[src/rtl/frame_scheduler_tx_pkg.sv]
// rtl/frame_scheduler_tx_pkg.sv - shared frame codes and scheduler state encoding
// Frame-type codes are shared with the frame builder and decoder. The 66b sync
// headers and block type bytes sit here so that every block uses the same values.
package frame_scheduler_tx_pkg;

    typedef enum logic [1:0] {
        FT_START = 2'd0,
        FT_DATA  = 2'd1,
        FT_TERM  = 2'd2,
        FT_IDLE  = 2'd3
    } frame_type_e;

    typedef enum logic [1:0] {
        S_IDLE = 2'd0,
        S_DATA = 2'd1,
        S_TERM = 2'd2
    } sched_state_e;

    // 66b sync headers
    localparam logic [1:0] SH_DATA = 2'b01;
    localparam logic [1:0] SH_CTRL = 2'b10;

    // Control block type bytes
    localparam logic [7:0] BT_START = 8'h78;
    localparam logic [7:0] BT_TERM0 = 8'h87;
    localparam logic [7:0] BT_IDLE  = 8'h1E;

endpackage

[src/rtl/frame_scheduler_tx_am_period_counter.sv]
// rtl/frame_scheduler_tx_am_period_counter.sv - alignment-marker period counter
// Counts block-slot ticks. o_am_due is high while the count sits at
// AM_BLOCK_PERIOD: the tick taken in that state is the AM slot, and the count
// wraps to 0 on it, so a full period is AM_BLOCK_PERIOD frames plus one AM slot.
// Ports:
//   i_clock, i_reset_n : block clock, asynchronous active-low reset
//   i_tick             : a block slot is consumed this cycle
//   o_am_due           : the next tick is the AM slot
module am_period_counter #(
    parameter int AM_BLOCK_PERIOD = 16383,
    parameter int NB_AM_CNT       = $clog2(AM_BLOCK_PERIOD + 1)
) (
    input  logic i_clock,
    input  logic i_reset_n,
    input  logic i_tick,
    output logic o_am_due
);

    logic [NB_AM_CNT-1:0] am_cnt_q;

    assign o_am_due = (am_cnt_q == NB_AM_CNT'(AM_BLOCK_PERIOD));

    always_ff @(posedge i_clock or negedge i_reset_n) begin
        if (!i_reset_n) begin
            am_cnt_q <= '0;
        end else if (i_tick) begin
            if (o_am_due) begin
                am_cnt_q <= '0;
            end else begin
                am_cnt_q <= am_cnt_q + NB_AM_CNT'(1);
            end
        end
    end

endmodule

[src/rtl/frame_scheduler_tx.sv]
// rtl/frame_scheduler_tx.sv - 66b TX block slot scheduler
// Picks START/DATA/TERM/IDLE for every block slot, reserves one AM slot per
// period and enforces a minimum idle gap between TERM and the next START.
// All outputs are registered and change only on a tick (i_enable & i_valid).
// Ports:
//   i_clock, i_reset_n   : block clock, asynchronous active-low reset
//   i_enable, i_valid    : tick qualifiers
//   i_pkt_req, i_pkt_len : pending packet request (level) and DATA block count
//   o_pkt_ack            : request consumed, START issued this slot
//   o_frame_type         : frame code of the current slot
//   o_frame_valid        : o_frame_type is a new block
//   o_am_slot            : this slot carries an alignment marker
//   o_in_packet          : high from START through TERM
module frame_scheduler_tx
    import frame_scheduler_tx_pkg::*;
#(
    parameter int AM_BLOCK_PERIOD = 16383,
    parameter int NB_AM_CNT       = $clog2(AM_BLOCK_PERIOD + 1),
    parameter int NB_LEN          = 10,
    parameter int MIN_IDLE        = 2,
    parameter int NB_IDLE_CNT     = $clog2(MIN_IDLE + 1)
) (
    input  logic              i_clock,
    input  logic              i_reset_n,
    input  logic              i_enable,
    input  logic              i_valid,
    input  logic              i_pkt_req,
    input  logic [NB_LEN-1:0] i_pkt_len,
    output logic              o_pkt_ack,
    output logic [1:0]        o_frame_type,
    output logic              o_frame_valid,
    output logic              o_am_slot,
    output logic              o_in_packet
);

    logic tick;
    logic am_due;

    sched_state_e           state_q;
    frame_type_e            frame_type_q;
    logic                   frame_valid_q;
    logic                   am_slot_q;
    logic                   ack_q;
    logic                   in_packet_q;
    logic [NB_LEN-1:0]      len_q;
    logic [NB_LEN-1:0]      data_cnt_q;
    logic [NB_IDLE_CNT-1:0] idle_cnt_q;

    assign tick = i_enable & i_valid;

    am_period_counter #(
        .AM_BLOCK_PERIOD (AM_BLOCK_PERIOD),
        .NB_AM_CNT       (NB_AM_CNT)
    ) u_am_cnt (
        .i_clock   (i_clock),
        .i_reset_n (i_reset_n),
        .i_tick    (tick),
        .o_am_due  (am_due)
    );

    always_ff @(posedge i_clock or negedge i_reset_n) begin
        if (!i_reset_n) begin
            state_q       <= S_IDLE;
            frame_type_q  <= FT_IDLE;
            frame_valid_q <= 1'b0;
            am_slot_q     <= 1'b0;
            ack_q         <= 1'b0;
            in_packet_q   <= 1'b0;
            len_q         <= '0;
            data_cnt_q    <= '0;
            idle_cnt_q    <= '0;
        end else begin
            // Pulses default low; type and in_packet hold outside frame slots.
            frame_valid_q <= 1'b0;
            am_slot_q     <= 1'b0;
            ack_q         <= 1'b0;
            if (tick) begin
                if (am_due) begin
                    // AM slot steals the tick; the packet/idle sequence resumes next tick.
                    am_slot_q <= 1'b1;
                end else begin
                    frame_valid_q <= 1'b1;
                    case (state_q)
                        S_IDLE: begin
                            if (i_pkt_req && (idle_cnt_q >= NB_IDLE_CNT'(MIN_IDLE))) begin
                                frame_type_q <= FT_START;
                                ack_q        <= 1'b1;
                                in_packet_q  <= 1'b1;
                                len_q        <= i_pkt_len;
                                data_cnt_q   <= '0;
                                state_q      <= (i_pkt_len == '0) ? S_TERM : S_DATA;
                            end else begin
                                frame_type_q <= FT_IDLE;
                                in_packet_q  <= 1'b0;
                                if (idle_cnt_q < NB_IDLE_CNT'(MIN_IDLE)) begin
                                    idle_cnt_q <= idle_cnt_q + NB_IDLE_CNT'(1);
                                end
                            end
                        end
                        S_DATA: begin
                            frame_type_q <= FT_DATA;
                            in_packet_q  <= 1'b1;
                            data_cnt_q   <= data_cnt_q + NB_LEN'(1);
                            // len_q is non-zero here, so len_q-1 cannot underflow.
                            if (data_cnt_q == len_q - NB_LEN'(1)) begin
                                state_q <= S_TERM;
                            end
                        end
                        S_TERM: begin
                            frame_type_q <= FT_TERM;
                            in_packet_q  <= 1'b1;
                            idle_cnt_q   <= '0;
                            state_q      <= S_IDLE;
                        end
                        default: begin
                            frame_type_q <= FT_IDLE;
                            in_packet_q  <= 1'b0;
                            state_q      <= S_IDLE;
                        end
                    endcase
                end
            end
        end
    end

    assign o_pkt_ack     = ack_q;
    assign o_frame_type  = frame_type_q;
    assign o_frame_valid = frame_valid_q;
    assign o_am_slot     = am_slot_q;
    assign o_in_packet   = in_packet_q;

endmodule

[config.mk]
export PLATFORM = sky130hd
export DESIGN_NAME = frame_scheduler_tx
export DESIGN_NICKNAME = d
export VERILOG_FILES = /design/src/rtl/frame_scheduler_tx_pkg.sv /design/src/rtl/frame_scheduler_tx_am_period_counter.sv /design/src/rtl/frame_scheduler_tx.sv
export SDC_FILE = /design/constraint.sdc
export NUM_CORES = 1
export LEC_CHECK = 0
export CORE_ASPECT_RATIO = 1.5
export CORE_MARGIN = 2
export CORE_UTILIZATION = 30
export CTS_CLUSTER_DIAMETER = 200
export DETAILED_ROUTE_END_ITERATION = 8
export MAX_ROUTING_LAYER = met4
export PLACE_DENSITY = 0.54
export SYNTH_ARGS = -nofsm -noshare
export SYNTH_HDL_FRONTEND = slang
export SYNTH_SLANG_ARGS = --single-unit
[constraint.sdc]
create_clock -name i_clock -period 4.5 [get_ports i_clock]
set_input_delay 0.675 -clock i_clock [delete_from_list [all_inputs] [get_ports i_clock]]
set_output_delay 0.675 -clock i_clock [all_outputs]
set_load 0.02 [all_outputs]
==> results.md, run 1 <==
- Status: completed
- Clock Skew: 0.004755 ns
- Area of the multi-input gates: 0.001251 mm²
- Final hold vios: 0
- # setup viols final: 0
- Detail Route Antenna Nets: 0
- R2r setup slk: 1.88 ns
- Ratio of cells with drive above 1 in the final layout: 0.07895
- Vias in the first global route: 1,802
- EDFF count, synth: 0
- Leak pwr: 1.216 nW
- Post-synthesis sequential area ratio: 0.4560
- Largest stage delay, worst path: 0.56 ns
- Slew Viols, Final: 0
- # IOs: 21
- Total Wirelength: 5029 µm
- Vias per cell: 4.863
- Power Internal: 0.9694 mW
- CTS tree: yes
- WS Path Type: register to register
- Hold-fix buffers, CTS: 0
- Largest net degree at the start of global routing: 45
- Max Fclk: 0.3819 GHz
- CTS H-tree lvls: 2
- Worst EP arrival: 2.79 ns
- Sequential cell area: 0.001104 mm²
- Post-synthesis xor/xnor area fraction: 0.1013
- Avg WL per Cell: 13.56 µm
- First-pass GRT wire length: 8514 µm
- Overall global routing resource usage: 0.1267
- Final Power: 1.544 mW
- Worst-margin pin slew: 0.9937 ns
- Synthesized-area fraction occupied by and/or/nand/nor cells: 0.2141
- Syn Inst Count: 244
- Crit-path slowest cell: or4b_4
- Grt ovf: 0
- Slew headroom: 0.3375
- Fin area: 0.002870 mm²
- GPL Wtd Cong: 0.7710
- Yosys warns: 0
- Commonest cells after routing, fill and taps aside: dfrtp_1, nand2_1, nor2_1, clkdlybuf4s50_1, xnor2_1
- Clock-pin slew on the worst setup and hold paths: 0.06 ns
- Die width: 77.33 µm
- Site Rows: 40
- Placed Cells: 363
- # nets final: 288
- PwrDens: 537.9 mW/mm²
- Tmin final: 2.619 ns
- Hold Worst Slack: 0.4691 ns
- Adder-cell share of the synthesized area: 0.04137
- Root buffer cell: clkbuf_16
- Hold Crit Class: register to register
- Initial Util: 0.3060
- Reg power frac: 0.431
- Layout Area Growth over Synthesis: 18.61%
- Post_cts resized: 0
- Cell mode on critical path: inv_1
- GR met1 Demand/Resource: 0.1282
- Largest family of logic cells by synthesized area: simple AND/OR/NAND/NOR gates
- Clock sinks: 44
- Fin crit share: 0.5819
- Initial antenna violation count: 0
- Maximum VDD drop: 323.7 µV
- Mapped Avg Cell Area: 9.917 µm²
- Ant diodes: 0
- 1st-iter DRT viols: 39
- Total CTS buffers: 5
- Multiplexer share of the synthesized area: 0.05067
- Chip height: 114.0 µm
- Crit-path max FO: 8
- Router iterations before antenna repair: 4
- Setup_tns: 0 ns
- Via count: 1,804
- Area leader, netlist: dfrtp_1
- Crit path max-delay family: compound AO/OA/AOI/OAI gates
- Cell Area, Placed: 0.002726 mm²
- Max cap viols: 0
- Clk_lat worst skew: 0.29 ns
- Core Box Area: 0.007908 mm²
- DRC Markers: 0
- Post-Synthesis Cell Area: 0.002420 mm²
- Top-area cell type share of the netlist area: 0.4343
- Met3 usage: 0.02532
- Setup crit end kind: register
- Area contributors post-synth: dfrtp_1, xnor2_1, nand2_1
- Synth Area in Compound Gates: 0.1096
- Post-synth ARST share: 1.000
- GRT busiest layer: met2
- Hpwl dp: 3794 µm
- Max clock buf depth: 2
- Most common cell after layout, fill and taps aside: dfrtp_1
- Post-route insts no fill: 371
- Unrepaired setup endpoints after global routing: false
- WP data required: 4.67 ns
- Critical path startpoint category: register
- Switching Fraction: 0.3721
- CP Buf/Inv Count: 2
- Mapped Nets: 267
- Layout fillers: 842
- Total net switching power: 0.5744 mW
- IO buf count: 20
- Die ar.: 0.008815 mm²
- Yosys reg bits: 44
- Met2 GRT Util: 0.2290
- Most used flip-flop cell after synthesis: dfrtp_1
- Post-CTS setup buffers: 0
- Yosys cell types: 46
- Clock power share: 0.231
- Gate power share: 0.338
- CP cell instances: inv_1 > ha_1 > inv_1 > or4b_4 > a2111oi_4 > o2111ai_1 > a21boi_2 > mux2_1
==> through the flow <==
| step | utilization | setup WS [ns] |
|---|---|---|
| final | 0.3630 | 1.881 |
| after global routing | 0.3630 | 1.701 |
| after CTS | 0.3630 | 1.862 |
| after detailed placement | 0.3448 | 1.559 |
| after global placement | 0.3448 | 1.591 |
| after floorplan | - | 2.052 |
==> path summary, 6_finish.rpt <==
| path | from | to | depth (start not counted) |
|---|---|---|---|
| worst max-delay path | len_q[0] | state_q[0] | 8 |
| worst min-delay path | u_am_cnt.am_cnt_q[8] | u_am_cnt.am_cnt_q[8] | 1 |
| worst max register to register | len_q[0] | state_q[0] | 8 |
| worst min register to register | u_am_cnt.am_cnt_q[8] | u_am_cnt.am_cnt_q[8] | 1 |
| max in group asynchronous | i_reset_n | data_cnt_q[9] | 1 |
| min in group asynchronous | i_reset_n | u_am_cnt.am_cnt_q[7] | 1 |
==> worst reg2reg max path, delay by kind of cell, from the launching register on <==
kind / cells / cell delay (ns)
AOI/OAI and AO/OA: 3 / 0.68
adders and majority gates: 1 / 0.23
buffers and inverters: 2 / 0.24
DFF: 1 / 0.47
muxes: 1 / 0.33
and+or+nand+nor: 1 / 0.56
==> power by group through the flow <==
stage | logic [mW] | registers [mW] | clock network (mW)
after floorplan | 0.408 | 0.630 | 0
after global placement | 0.518 | 0.670 | 0
after detailed placement | 0.529 | 0.672 | 0
after CTS | 0.532 | 0.666 | 0.371
after global routing | 0.592 | 0.686 | 0.387
final | 0.522 | 0.665 | 0.357
==> state kept, by name, indices dropped and copies added, names as in the netlist <==
name	count
data_cnt_q	10
idle_cnt_q	2
len_q	10
o_am_slot	1
o_frame_type	2
o_frame_valid	1
o_in_packet	1
o_pkt_ack	1
state_q	2
u_am_cnt.am_cnt_q	14
==> logic make-up after synthesis <==
family / after synthesis
buffers and inverters: 17
flip-flops: 44
multiplexers: 11
XOR/XNOR: 28
adder cells (fa/ha/maj): 8
AND/OR/NAND/NOR: 100
AO/OA/AOI/OAI: 36
==> per-layer routing <==
| metal | vias to the layer above | routed length (µm) |
|---|---|---|
| met2 | 17 | 2727 |
| met1 | 869 | 2015 |
| li1 | 908 | - |
| met3 | 10 | 133 |
| met5 | - | 0 |
| met4 | 0 | 153 |
==> area by class of cell <==
class                      instances  area share
clock buffer                       5     0.04359
clock inverter                     3    0.006539
inverter                          10     0.01308
multi-input combinational        183      0.4359
sequential                        44      0.3845
tap                              105     0.04577
timing repair buffer              21     0.07062
==> cell usage after synthesis (2+ instances only) <==
cell / instances
or3_1: 3
and3_1: 3
dfrtp_1: 42
o211ai_1: 2
nor4_1: 8
and4_1: 4
nand2_1: 28
nand4_1: 9
nor2_1: 20
nor3_1: 12
o21ai_1: 7
inv_2: 2
nor2b_1: 2
ha_1: 8
nand3_1: 4
a21oi_1: 4
and2_1: 2
mux2_1: 9
dfstp_2: 2
clkbuf_1: 6
inv_1: 8
xnor2_1: 16
o21ai_0: 8
o31ai_1: 2
xor2_1: 12
Power figures use the tool's default switching activity.
==> run 2: changes to the inputs <==
==> constraint.sdc (replaced) <==
create_clock -name i_clock -period 2.68 [get_ports i_clock]
set_input_delay 0.402 -clock i_clock [delete_from_list [all_inputs] [get_ports i_clock]]
set_output_delay 0.402 -clock i_clock [all_outputs]
set_load 0.02 [all_outputs]
==> run 2 against run 1 <==
Wire length increased by 3.1%. Worst setup slack got worse by 1.7 ns. Sequential share of layout area decreased by 0.51 points. Core utilization increased by 0.49 points. Clock power increased by 78%. Critical path type unchanged.
==> results.md, run 2 (same netlist as run 1, synthesis figures left out) <==
- Post_cts resized: 0 (unchanged)
- Crit-path slowest cell: or4b_4
- Layout Area Growth over Synthesis: 20.22%
- IO buf count: 20 (unchanged)
- Total Wirelength: 5187 µm (+3.1%)
- Status: completed
- Critical path startpoint category: register
- Hold Crit Class: input pin to async pin
- Router iterations before antenna repair: 4 (unchanged)
- Post-CTS setup buffers: 0 (unchanged)
- Placed Cells: 367 (+1.1%)
- Crit-path max FO: 7 (-1)
- # nets final: 292 (+1.4%)
- Post-route insts no fill: 374 (+0.81%)
- CTS tree: yes
- Initial Util: 0.3060 (unchanged)
- Largest register FFs: 14 (unchanged)
- Maximum VDD drop: 437.1 µV (+35%)
- Top layer in use: met4
- Metal2 WL: 2830 µm (+3.8%)
- Initial antenna violation count: 0 (unchanged)
- Max cap viols: 0 (unchanged)
- Largest net degree at the start of global routing: 45 (unchanged)
- Worst EP arrival: 2.65 ns (-0.14 ns)
- Ant diodes: 0 (unchanged)
- Total CTS buffers: 5 (unchanged)
- 1st-iter DRT viols: 115 (+190%)
- Hpwl dp: 3917 µm (+3.2%)
- Clk_lat worst skew: 0.28 ns (about the same)
- Worst-margin pin slew: 0.9989 ns (+0.005185 ns)
- Setup WS pre-CTS: 0.2045 ns (-1.355 ns)
- # setup viols final: 0 (unchanged)
- Via count: 1,823 (+1.1%)
- Overall global routing resource usage: 0.1349 (+0.008237)
- Max Fclk: 0.4028 GHz (+5.5%)
- Hold-fix buffers, CTS: 0 (unchanged)
- Met3 WL: 127 µm (-4.5%)
- Clock sinks: 44 (unchanged)
- DRC Markers: 0 (unchanged)
- Worst R2R End: state_q[0]
- Area of the multi-input gates: 0.001251 mm² (unchanged)
- First-pass GRT wire length: 9080 µm (+6.6%)
- Largest stage delay, worst path: 0.56 ns (about the same)
- WP data required: 2.84 ns (-1.83 ns)
- Sequential cell area: 0.001104 mm² (unchanged)
- Fin crit share: 0.9264 (+0.3445)
- Vias per cell: 4.874 (+0.24%)
- Unrepaired setup endpoints after global routing: false
- Ratio of cells with drive above 1 in the final layout: 0.08922 (+0.01027)
- Grt ovf: 0 (unchanged)
- Leak pwr: 1.240 nW (+1.9%)
- Setup ws final: 0.1973 ns (-1.684 ns)
- PwrDens: 912.4 mW/mm² (+70%)
- Crit path max-delay family: compound AO/OA/AOI/OAI gates
- CP Buf/Inv Count: 2 (unchanged)
- Clock Skew: 0.003398 ns (-0.001358 ns)
- Largest registers: u_am_cnt.am_cnt_q: 14 flops, data_cnt_q: 10 flops, len_q: 10 flops
- # IOs: 21 (unchanged)
- Clock-pin slew on the worst setup and hold paths: 0.06 ns (about the same)
- Chip height: 114.0 µm (unchanged)
- Commonest cells after routing, fill and taps aside: dfrtp_1, nand2_1, nor2_1, clkdlybuf4s50_1, xnor2_1
- Biggest register: u_am_cnt.am_cnt_q
- Die width: 77.33 µm (unchanged)
- Setup_tns: 0 ns (unchanged)
- Slew headroom: 0.3341 (-0.003457)
- WS Path Type: register to register
- Core Box Area: 0.007908 mm² (unchanged)
- Root buffer cell: clkbuf_16
- R2r worst-path depth: 8 (unchanged)
- CTS H-tree lvls: 2 (unchanged)
- Die ar.: 0.008815 mm² (unchanged)
- R2r setup slk: 0.20 ns (-1.68 ns)
- Cell mode on critical path: inv_1
- Site Rows: 40 (unchanged)
- Max clock buf depth: 2 (unchanged)
- Vias in the first global route: 1,912 (+6.1%)
- Tmin final: 2.483 ns (-0.1358 ns)
- Most common cell after layout, fill and taps aside: dfrtp_1
- Slew Viols, Final: 0 (unchanged)
- Final hold vios: 0 (unchanged)
- GPL Wtd Cong: 0.9139 (+19%)
- Layout fillers: 826 (-1.9%)
- Wire length on met1: 2103 µm (+4.4%)
- Detail Route Antenna Nets: 0 (unchanged)
- CP cell instances: inv_1 > ha_1 > inv_1 > or4b_4 > a2111oi_4 > o2111ai_1 > a21boi_2 > mux2_1
- Avg WL per Cell: 13.87 µm (+2.3%)
- Setup crit end kind: register
- R2r startpoint: len_q[1]
## run 2: layout make-up
cell class	instances	area share
well taps	105	0.04516
clock buffers	7	0.05247
inverters	10	0.01290
repair buffers	25	0.08000
flip-flops and latches	44	0.3794
multi-input cells	183	0.4301
## run 2: layer usage
| layer | vias up | track usage |
|---|---|---|
| li1 | 923 | - |
| met1 | 867 | 0.1362 |
| met2 | 24 | 0.2504 |
| met3 | 9 | 0.02611 |
| met4 | 0 | 0.05833 |
| met5 | - | - |
## run 2: per-stage QoR
step           total power, mW  cell area (µm²)    util  hold WS (ns)
3_3_place_gp             2.015             2756  0.3486        0.4569
3_5_place_dp             2.034             2756  0.3486        0.4588
6_report                 2.654             2909  0.3679        0.2895
4_1_cts                  2.689             2909  0.3679        0.3370
2_1_floorplan            1.744             2420       -        0.1064
5_1_grt                  2.856             2909  0.3679        0.3933
## run 2: power breakdown
group | leakage (nW) | internal [mW] | switching (mW)
sequential | 0.562 | 0.858 | 0.244
combinational | 0.602 | 0.440 | 0.478
clock | 0.0760 | 0.391 | 0.243
## run 2: worst max path at each step
stage,startpoint,to,cells past startpoint
floorplan,len_q[0],state_q[0],9
global placement,len_q[1],state_q[0],8
detailed placement,len_q[1],state_q[0],8
CTS,len_q[1],state_q[0],8
global route,len_q[1],state_q[0],8
finish,len_q[1],state_q[0],8
## run 2: worst register-to-register path: stages (launching register included)
cell       delay (ns)
dfrtp_1          0.43
inv_1            0.10
ha_1             0.21
inv_1            0.11
or4b_4           0.56
a2111oi_4        0.29
o2111ai_1        0.15
a21boi_2         0.19
mux2_1           0.33
==> run 3: changes to the inputs <==
--- a/config.mk
+++ b/config.mk
@@ -12,6 +12,7 @@
 export DETAILED_ROUTE_END_ITERATION = 8
 export MAX_ROUTING_LAYER = met4
 export PLACE_DENSITY = 0.54
+export SLEW_MARGIN = 10
 export SYNTH_ARGS = -nofsm -noshare
 export SYNTH_HDL_FRONTEND = slang
 export SYNTH_SLANG_ARGS = --single-unit
==> results of run 3 <==
Same layout as run 2: the final DEF is identical, and so are final timing and power.
